==> src/rtl/operand_fetch.sv <==
// Operand fetch stage: 4x16 register file with carry, one-entry decode slot,
// per-register pending scoreboard with write-back forwarding, and a registered issue slot.
module operand_fetch (
  input  logic        CLK,
  input  logic        RESET,
  input  logic        IN_VALID,
  output logic        IN_READY,
  input  logic [15:0] INSTR_IN,
  input  logic [15:0] PC_IN,
  input  logic [15:0] MEM_DATA,
  output logic [15:0] INSTR,
  input  logic [1:0]  RnSelect,
  input  logic [2:0]  RmSelect,
  input  logic [1:0]  RxSelect,
  input  logic        DEST_EN,
  input  logic [1:0]  DEST_SEL,
  output logic [15:0] Rn,
  output logic [15:0] Rm,
  output logic [15:0] Rx,
  output logic        CARRY,
  input  logic        WB_EN,
  input  logic [1:0]  WB_ADDR,
  input  logic [15:0] WB_DATA,
  input  logic        WB_CARRY_EN,
  input  logic        WB_CARRY,
  output logic        OUT_VALID,
  input  logic        OUT_READY,
  output logic [15:0] EX_INSTR,
  output logic [15:0] EX_RN,
  output logic [15:0] EX_RM,
  output logic [15:0] EX_RX
);

  logic [15:0] regs [4];
  logic        carry_q;
  logic [3:0]  pending, pending_next;
  logic        slot_valid;
  logic [15:0] slot_instr, slot_pc;
  logic        out_valid;

  logic [15:0] rd [4];
  logic [3:0]  busy;
  logic        hazard, issue, accept;

  // A same-cycle write-back both forwards its data and releases the pending bit.
  always_comb begin
    for (int unsigned i = 0; i < 4; i++) begin
      rd[i]   = (WB_EN && WB_ADDR == 2'(i)) ? WB_DATA : regs[i];
      busy[i] = pending[i] && !(WB_EN && WB_ADDR == 2'(i));
    end
  end

  always_comb begin
    Rn = rd[RnSelect];
    Rx = rd[RxSelect];
    Rm = '0;
    case (RmSelect)
      3'd4:       Rm = MEM_DATA;
      3'd5:       Rm = {8'h00, slot_instr[7:0]};
      3'd6, 3'd7: Rm = slot_pc;
      default:    Rm = rd[RmSelect[1:0]];
    endcase
  end

  assign CARRY  = WB_CARRY_EN ? WB_CARRY : carry_q;
  assign INSTR  = slot_instr;
  assign hazard = slot_valid &&
                  (busy[RnSelect] || (!RmSelect[2] && busy[RmSelect[1:0]]) || busy[RxSelect]);
  assign issue    = slot_valid && !hazard && (!out_valid || OUT_READY);
  assign IN_READY = !RESET && (!slot_valid || issue);
  assign accept   = IN_VALID && IN_READY;
  assign OUT_VALID = out_valid;

  // Clear is applied before set so a same-cycle issue to the same register keeps it pending.
  always_comb begin
    pending_next = pending;
    if (WB_EN)
      pending_next[WB_ADDR] = 1'b0;
    if (issue && DEST_EN)
      pending_next[DEST_SEL] = 1'b1;
  end

  always_ff @(posedge CLK) begin
    if (RESET) begin
      for (int unsigned i = 0; i < 4; i++)
        regs[i] <= '0;
      carry_q <= 1'b0;
      pending <= '0;
    end else begin
      if (WB_EN)
        regs[WB_ADDR] <= WB_DATA;
      if (WB_CARRY_EN)
        carry_q <= WB_CARRY;
      pending <= pending_next;
    end
  end

  always_ff @(posedge CLK) begin
    if (RESET) begin
      slot_valid <= 1'b0;
      slot_instr <= '0;
      slot_pc    <= '0;
    end else if (accept) begin
      slot_valid <= 1'b1;
      slot_instr <= INSTR_IN;
      slot_pc    <= PC_IN;
    end else if (issue) begin
      slot_valid <= 1'b0;
    end
  end

  always_ff @(posedge CLK) begin
    if (RESET) begin
      out_valid <= 1'b0;
      EX_INSTR  <= '0;
      EX_RN     <= '0;
      EX_RM     <= '0;
      EX_RX     <= '0;
    end else if (issue) begin
      out_valid <= 1'b1;
      EX_INSTR  <= slot_instr;
      EX_RN     <= Rn;
      EX_RM     <= Rm;
      EX_RX     <= Rx;
    end else if (OUT_READY) begin
      out_valid <= 1'b0;
    end
  end

endmodule
==> config.mk <==
export PLATFORM = sky130hd
export DESIGN_NAME = operand_fetch
export DESIGN_NICKNAME = d
export VERILOG_FILES = /design/src/rtl/operand_fetch.sv
export SDC_FILE = /design/constraint.sdc
export NUM_CORES = 1
export LEC_CHECK = 0
export CAP_MARGIN = 0
export CORE_ASPECT_RATIO = 0.7
export CORE_UTILIZATION = 47
export CTS_BUF_LIST = sky130_fd_sc_hd__clkbuf_4 sky130_fd_sc_hd__clkbuf_8
export DETAILED_ROUTE_END_ITERATION = 10
export PLACE_DENSITY = 0.79
export SLEW_MARGIN = 20
export SYNTH_ARGS = -nofsm -noshare
export SYNTH_HDL_FRONTEND = slang
export SYNTH_SLANG_ARGS = --single-unit
==> constraint.sdc <==
create_clock -name CLK -period 3.7 [get_ports CLK]
set_input_delay 1.11 -clock CLK [delete_from_list [all_inputs] [get_ports CLK]]
set_output_delay 1.11 -clock CLK [all_outputs]
set_load 0.02 [all_outputs]
# Word level (Yosys, flattened, before mapping)
# Memory sizes are Yosys's and may differ from the RTL's.
# Index checks and enable logic that the tools add are counted.
# Widths: inputs -> output; s select.
# word_totals
reg_bits,103
ramBits,64
inputBits,83
output_inout_bits,131
word_cells,108
memories,1
# classes
n_lt_le_gt_ge,10
eq_ne,7
n_mux,39
bitwise,6
reduce_logical,35
# mem_list
memory,depth,word_bits,read_ports,rd_ports_with_merged_regs,wr,line,rtl
regs,4,16,4,0,4,34,logic [15:0] regs [4];
# op_table
op,count
$mux 16,11
$bmux 16 s2,3
$pmux 16 s3,1
$logic_and 1x1->1,17
$mux 1,16
$reduce_or 16->1,1
$lt 2x3->1 const B,5
$eq 3x3->1 const B,4
$ge 3x3->1 const B,3
$logic_not 1->1,9
$not 2->3,3
$mux 4,2
$bmux 1 s2,3
$and 4x4->4,1
$demux 1 s2,2
$eq 2x2->1 const B,2
$ge 2x1->1 const B,2
$logic_or 1x1->1,4
$not 4->4,1
$or 4x4->4,1
$reduce_bool 2->1,2
$eq 2x1->1 const B,1
$logic_not 2->1,1
$mux 2,1
$reduce_or 2->1,1

# Longest topological paths before layout
# Gate-level depths: netlist of run 1.
# depth
depth_word,17
depth_mapped,8
depth_no_buf,5

# Worst setup path after synthesis of run 1
# OpenSTA, ideal clock, no wires.
# synth_path
kind,input port to output port
start,input RxSelect[1]
end,output IN_READY
arrival_ps,2773
required_ps,2590
slack_ps,-183
stages,5
n_path_buf,1
cell_sequence,clkbuf_1 -> mux4_2 -> o31ai_2 -> a21oi_1 -> nor4_1
# synth_via
elab_chain_cells,9
# synth_rtl
element,line,rtl
start: declaration,14,"input logic [1:0] RxSelect,"
$bmux 1 s2,68,(busy[RnSelect] || (!RmSelect[2] && busy[RmSelect[1:0]]) || busy[RxSelect]);
$mux 1 (implied by the code),68,
$logic_or 1x1->1,68,
$logic_and 1x1->1,67,assign hazard = slot_valid &&
$logic_not 1->1,69,assign issue = slot_valid && !hazard && (!out_valid || OUT_READY);
$logic_and 1x1->1 (2 in series),69,
$logic_or 1x1->1,70,assign IN_READY = !RESET && (!slot_valid || issue);
$logic_and 1x1->1,70,
end: declaration,7,"output logic IN_READY,"
# No other way between the ends. The select of a mux whose other input is x is not followed.

# Final worst setup path of run 1
# layout_path
start,input WB_ADDR[1]
end,output Rm[8]
# layout_via
elab_chain_cells,7
elab_cells_between_ends,16
cone_classes,eq/ne: 3; mux: 8; reduce/logical: 5
# layout_rtl
element,line,rtl
start: declaration,22,"input logic [1:0] WB_ADDR,"
$eq 2x2->1 (tied with other cells),48,rd[i] = (WB_EN && WB_ADDR == 2'(i)) ? WB_DATA : regs[i];
$logic_and 1x1->1,48,
$mux 16,48,
$bmux 16 s2 (*),61,default: Rm = rd[RmSelect[1:0]];
$mux 16 (implied by the code) (*) (2 in series),61,
$pmux 16 s3 (*),57,case (RmSelect)
end: declaration,18,"output logic [15:0] Rm,"
# Every way passes the cells marked *; elsewhere a longest branch is shown, timed or not. The select of a mux whose other input is x is not followed.

==> metrics.md, run 1 <==
| Metric | Value |
|---|---|
| Status | finished, violations left |
| Failing checks | setup timing |
| CTS Buf Count | 17 |
| Setup CP Type | primary input to output port |
| Placer Congestion | 0.903 |
| Total Power | 0.00509 W |
| Post-synth EDFFs | 64 |
| Via-to-Cell Ratio | 6.13 |
| Final period utilization | 1.10 |
| P&R area growth vs syn | 49.1% |
| VDD IR max | 0.232 mV |
| Drt wl/cell | 23.6 µm |
| DR iter-0 viols | 1175 |
| Yosys warns | 0 |
| Residual DRC | 0 |
| FMAX | 245 MHz |
| Worst-Margin Slew | 1.01 ns |
| Final setup fails | 49 |
| RSZ-0062 raised after global routing | yes |
| Post-layout nets | 1259 |
| Max-cap violations | 0 |
| Max_slew headroom | 0.327 |
| Hold Path Class | register to register |
| Seq/Total Area, Yosys | 0.435 |
| Total gr overflow | 0 |
| Final setup margin | -0.380 ns |
| Clk_lat worst skew | 0.48 ns |
| Mapped cell area | 9160 µm² |
| Post-synth top area cell | dfxtp_1 |
| Max FO, Critical Path | 4 |
| HPWL after detailed placement | 22000 µm |
| Largest net degree at the start of global routing | 55 |
| Clock sinks | 167 |
| Multi-input logic area | 4880 µm² |
| FF/Latch Area | 3980 µm² |
| Number of global-route vias before repair | 8604 |
| # fillers | 1278 |
| Fin. max-slew vios | 0 |
| Endpoints failing hold | 0 |
| Ys flop type | dfxtp_1 |
| Worst hold margin | 0.465 ns |
| Pre-antenna DRT Iters | 7 |
| Synth area leaders | dfxtp_1, edfxtp_1, mux2i_1 |
| Initial antenna violation count | 1 |
| Post-CTS Hold Buffers | 0 |
| DR vias | 8915 |
| Seq cells post-synth | 167 |
| Die height | 119 µm |
| Netlist cell types | 58 |
| GRT Total Usage | 0.330 |
| Core footprint | 19000 µm² |
| Number of routed nets with antenna violations | 0 |
| Top Ports | 214 |
| P_leak | 5.80 nW |
| Worst setup SP type | primary input |
| Mapped Nets | 919 |
| Die area | 20100 µm² |
| Htree depth | 4 |
| Data required time of the worst path | 2.59 ns |
| Most common library cells after synthesis | mux2i_1, dfxtp_1, nand2_1, edfxtp_1, inv_1 |
| Final min period | 4.08 ns |
| Utilization after layout | 0.720 |
| Post-Route WL | 34300 µm |
| Setup TNS Final | -10.49 ns |
| Top-count cell post-synth | mux2i_1 |
| Crit end category | output port |
| Final Skew | 0.0164 ns |
| Mapped Avg Cell Area | 11.0 µm² |
| Area share of the leading cell type in the synthesized netlist | 0.225 |
| FP Rows | 42 |
| Port bufs | 213 |
| Share of layout cells above drive strength 1 | 0.341 |
| Worst-path clk slew | 0.09 ns |
| Global-route wire length before repair | 49800 µm |
| Gate Count Post-Synth | 836 |
| Chip width | 169 µm |
| Initial Util | 0.483 |
| TritonCTS clock tree | done |
| Root Buffer | clkbuf_8 |
| Critical Path AT | 2.97 ns |
| Clk buf depth | 2 |
| Async SR Flop Fraction | 0 |
| Power per standard cell area | 372 nW/µm² |
==> layer usage <==
| metal | wire length (µm) | track usage | up-vias |
|---|---|---|---|
| met2 | 15300 | 0.500 | 674 |
| met1 | 13700 | 0.454 | 4303 |
| met5 | 0 | 0 | - |
| met3 | 3870 | 0.0740 | 125 |
| met4 | 1390 | 0.143 | 0 |
| li1 | - | - | 3813 |
==> per-stage QoR <==
stage,cell area [µm²],std cells,setup slack [ns]
finish,13700,1454,-0.380
global route,13700,1454,-0.430
CTS,13500,1443,-0.339
detailed placement,12400,1366,-1.14
global placement,12400,1366,-1.08
floorplan,9200,836,0.0173
==> worst max-delay path, stage by stage <==
cell      delay (ns)
buf_8           0.11
buf_6           0.12
buf_4           0.12
buf_6           0.11
or3b_4          0.43
nand2_4         0.12
buf_6           0.09
o211ai_1        0.17
o221ai_2        0.33
nor2_2          0.10
buf_6           0.15
==> path summary, 6_finish.rpt <==
path / to / cells past startpoint / slack [ns] / from
worst min register to register: EX_INSTR[13] / 2 / 0.46 / EX_INSTR[13]
worst min-delay path: EX_INSTR[13] / 2 / 0.46 / EX_INSTR[13]
worst max register to register: slot_pc[7] / 8 / 1.28 / pending[0]
worst max-delay path: Rm[8] / 11 / -0.38 / WB_ADDR[1]
==> sequential cells by signal, indices dropped and copies added, names as in the netlist <==
register,flops
regs,64
EX_INSTR,16
EX_RM,16
EX_RN,16
EX_RX,16
INSTR,16
slot_pc,16
pending,4
OUT_VALID,1
carry_q,1
slot_valid,1
==> cell usage in the layout (no fill, tap or decap), types with 4 or more instances in the layout <==
master,instances
nor2_2,8
o41ai_1,14
a211oi_1,30
dfxtp_1,103
o21ai_0,4
inv_1,14
nand2_1,97
nor2_1,8
o21a_1,8
edfxtp_1,64
nand3_1,8
inv_2,37
dlygate4sd2_1,11
buf_12,16
and3_1,31
buf_6,71
nor2b_1,9
mux2i_1,115
o22ai_1,13
mux2i_2,4
a41oi_1,30
mux4_2,42
mux2i_4,12
a221oi_1,7
o211ai_1,9
buf_4,148
and2_1,33
clkdlybuf4s50_1,146
inv_6,5
clkbuf_8,18
==> power breakdown <==
part | switching [W] | internal, W | leakage, nW | total (W)
combinational | 0.000825 | 0.000782 | 4.13 | 0.00161
clock | 0.000787 | 0.000579 | 0.200 | 0.00137
sequential | 0.0000723 | 0.00204 | 1.47 | 0.00211
==> logic make-up after synthesis <==
group | synth area share
buf+inv | 0.0645
compound gates | 0.127
xor+xnor | 0.00382
simple gates | 0.122
flops | 0.435
mux | 0.248
==> cell type report <==
| class | count | area share |
|---|---|---|
| multi-input combinational | 535 | 0.357 |
| sequential | 167 | 0.292 |
| timing repair buffer | 401 | 0.284 |
| tap | 264 | 0.0242 |
| clock buffer | 19 | 0.0187 |
| inverter | 54 | 0.0150 |
| clock inverter | 13 | 0.00971 |
| antenna | 1 | 0.000183 |
==> timing repair <==
action | in CTS | in global routing
gates cloned | 1 | 0
setup buffers | 44 | 16
resized for setup | 414 | 30
pin swaps | 20 | 21
endpoints found under the setup margin | 49 | 49
No activity file was read; power rests on OpenSTA's default activity.
==> run 2, diff against run 1 <==
- CORE_MARGIN: not set -> 4
==> run 2 against run 1 <==
Worst setup slack better by 0.10 ns; utilization fell by 1.2 points; largest cell class unchanged; routed wire length shrank 6.0%; power shrank 2.0%; critical path type unchanged; count of clock-buffer cells in the layout down 1; critical path depth decreased by 1; clock skew grew 0.0028 ns; highest routed layer is now met5; the run still ends with setup timing left; cell count is 1.6% lower; worst hold slack lost 0.011 ns; clock power is 4% lower; via count down 4.3%; maximum frequency grew 2.6%.
==> metrics.md, run 2 (synthesis gave the netlist of run 1 again) <==
| Metric | Value |
|---|---|
| Switching part of the total | 0.325 |
| Biggest register | regs |
| Data required time of the worst path | 2.59 ns |
| DR vias | 8534 |
| Final min period | 3.98 ns |
| Final setup fails | 49 |
| Crit end category | output port |
| Max-cap violations | 0 |
| DR top layer | met5 |
| Post-Route WL | 32200 µm |
| Fin. max-slew vios | 0 |
| Final period utilization | 1.07 |
| Clk buf depth | 2 |
| P&R area growth vs syn | 47.1% |
| TritonCTS clock tree | done |
| Post-CTS Hold Buffers | 0 |
| Core footprint | 19000 µm² |
| Total Power | 0.00499 W |
| Top Ports | 214 |
| Worst-Margin Slew | 0.660 ns |
| Clk_lat worst skew | 0.47 ns |
| Hold Path Class | register to register |
| Initial antenna violation count | 2 |
| Placer Congestion | 0.877 |
| Largest net degree at the start of global routing | 58 |
| Setup CP Type | primary input to output port |
| Post-Route M1 WL | 13000 µm |
| Power per standard cell area | 370 nW/µm² |
| Share of layout cells above drive strength 1 | 0.329 |
| Number of routed nets with antenna violations | 0 |
| Sequential group share of total power | 0.423 |
| Wire length on met2 | 14800 µm |
| Total gr overflow | 0 |
| Most frequent cells in the layout | clkdlybuf4s50_1, buf_4, mux2i_1 |
| Final setup margin | -0.277 ns |
| Worst setup SP type | primary input |
| Residual DRC | 0 |
| Port bufs | 213 |
| Number of inserted diodes | 0 |
| Wire length on met3 | 3760 µm |
| Clock sinks | 167 |
| CTS Buf Count | 17 |
| Post-layout nets | 1237 |
| FP Rows | 42 |
| Failing checks | setup timing |
| Cell mode on critical path | buf_6 |
| # fillers | 1349 |
| Initial Util | 0.482 |
| HPWL after detailed placement | 22300 µm |
| Root Buffer | clkbuf_8 |
| RSZ-0062 raised after global routing | yes |
| Die area | 21800 µm² |
| Combinational group share of total power | 0.314 |
| GRT Total Usage | 0.282 |
| Number of global-route vias before repair | 8341 |
| Max incr delay on CP | 0.49 ns |
| Final Skew | 0.0192 ns |
| Critical path's slowest cell | mux4_2 |
| Status | finished, violations left |
| Critical Path AT | 2.87 ns |
| Pre-antenna DRT Iters | 5 |
| Max FO, Critical Path | 8 |
| Leading cell type in the layout, fill and taps excluded | clkdlybuf4s50_1 |
| Worst-path clk slew | 0.08 ns |
| Post-route cell area | 13500 µm² |
| Endpoints failing hold | 0 |
| Drt wl/cell | 22.5 µm |
| DR iter-0 viols | 985 |
| P_leak | 5.69 nW |
| FMAX | 251 MHz |
| Net Switching | 0.00162 W |
| Die height | 125 µm |
| Worst hold margin | 0.454 ns |
| Htree depth | 4 |
| Global-route wire length before repair | 48200 µm |
| Via-to-Cell Ratio | 5.96 |
| CP cell instances | buf_8, buf_6, nor3b_4, buf_12, buf_6, mux2i_4, mux4_2, o21a_1, inv_2, buf_6 |
| Setup TNS Final | -7.43 ns |
| Internal Pwr Total | 0.00337 W |
| Chip width | 175 µm |
| Clock power share | 0.263 |
| Max_slew headroom | 0.560 |
| Number of flip-flops under the largest register name | 64 |
| Area after DPL | 12500 µm² |
| VDD IR max | 0.243 mV |
[run 2: cell types whose count changed in the layout (fill, tap and decap cells not counted), moves of 2 or more]
cell,change
nor2_1,+2
clkinv_2,+2
buf_6,-11
a21oi_1,+2
mux2i_2,+5
mux2i_1,-5
buf_12,+4
buf_4,-14
nor2_2,-2
[run 2: layout make-up]
class                   instances  area [µm²]  area share
clock buffers                  18         241      0.0179
clock inverters                14         136      0.0101
flip-flops and latches        167        3980       0.296
multi-input cells             535        4850       0.360
inverters                      54         205      0.0152
well taps                     264         330      0.0245
repair buffers                379        3720       0.276
[run 2: power groups by stage]
stage,combinational (W),sequential [W],clock (W)
detailed placement,0.00142,0.00214,0
global route,0.00164,0.00212,0.00139
finish,0.00157,0.00211,0.00131
global placement,0.00139,0.00213,0
floorplan,0.000649,0.00220,0
CTS,0.00150,0.00210,0.00132
[run 2: worst paths after layout]
path	cells after the start	startpoint	end	slack (ns)
max	10	WB_ADDR[0]	Rm[5]	-0.28
min	2	EX_RM[1]	EX_RM[1]	0.45
max reg2reg	8	pending[0]	EX_RM[8]	1.26
min reg2reg	2	EX_RM[1]	EX_RM[1]	0.45
[run 2: metal layers]
metal  up-vias  track usage
li1       3774            -
met1      4121        0.389
met2       574        0.432
met3        61       0.0822
met4         4       0.0891
met5         -            0
[run 2: worst max-delay path: cells and delay by family]
family | cells | cell delay (ns)
AOI/OAI and AO/OA | 1 | 0.23
muxes | 2 | 0.56
buffers and inverters | 6 | 0.70
and+or+nand+nor | 1 | 0.26
[run 2: repair_timing]
| action | in CTS | in global routing |
|---|---|---|
| resized for setup | 388 | 36 |
| setup buffers | 16 | 16 |
| cloned | 2 | 0 |
| setup endpoints to repair | 49 | 49 |
| pin swaps | 21 | 15 |
[run 2: per-stage QoR]
stage / setup WS, ns / cells / utilization
finish: -0.277 / 1431 / 0.708
global route: -0.311 / 1431 / 0.708
CTS: -0.240 / 1418 / 0.697
detailed placement: -1.15 / 1369 / 0.656
global placement: -1.09 / 1369 / 0.656
floorplan: 0.0173 / 836 / -
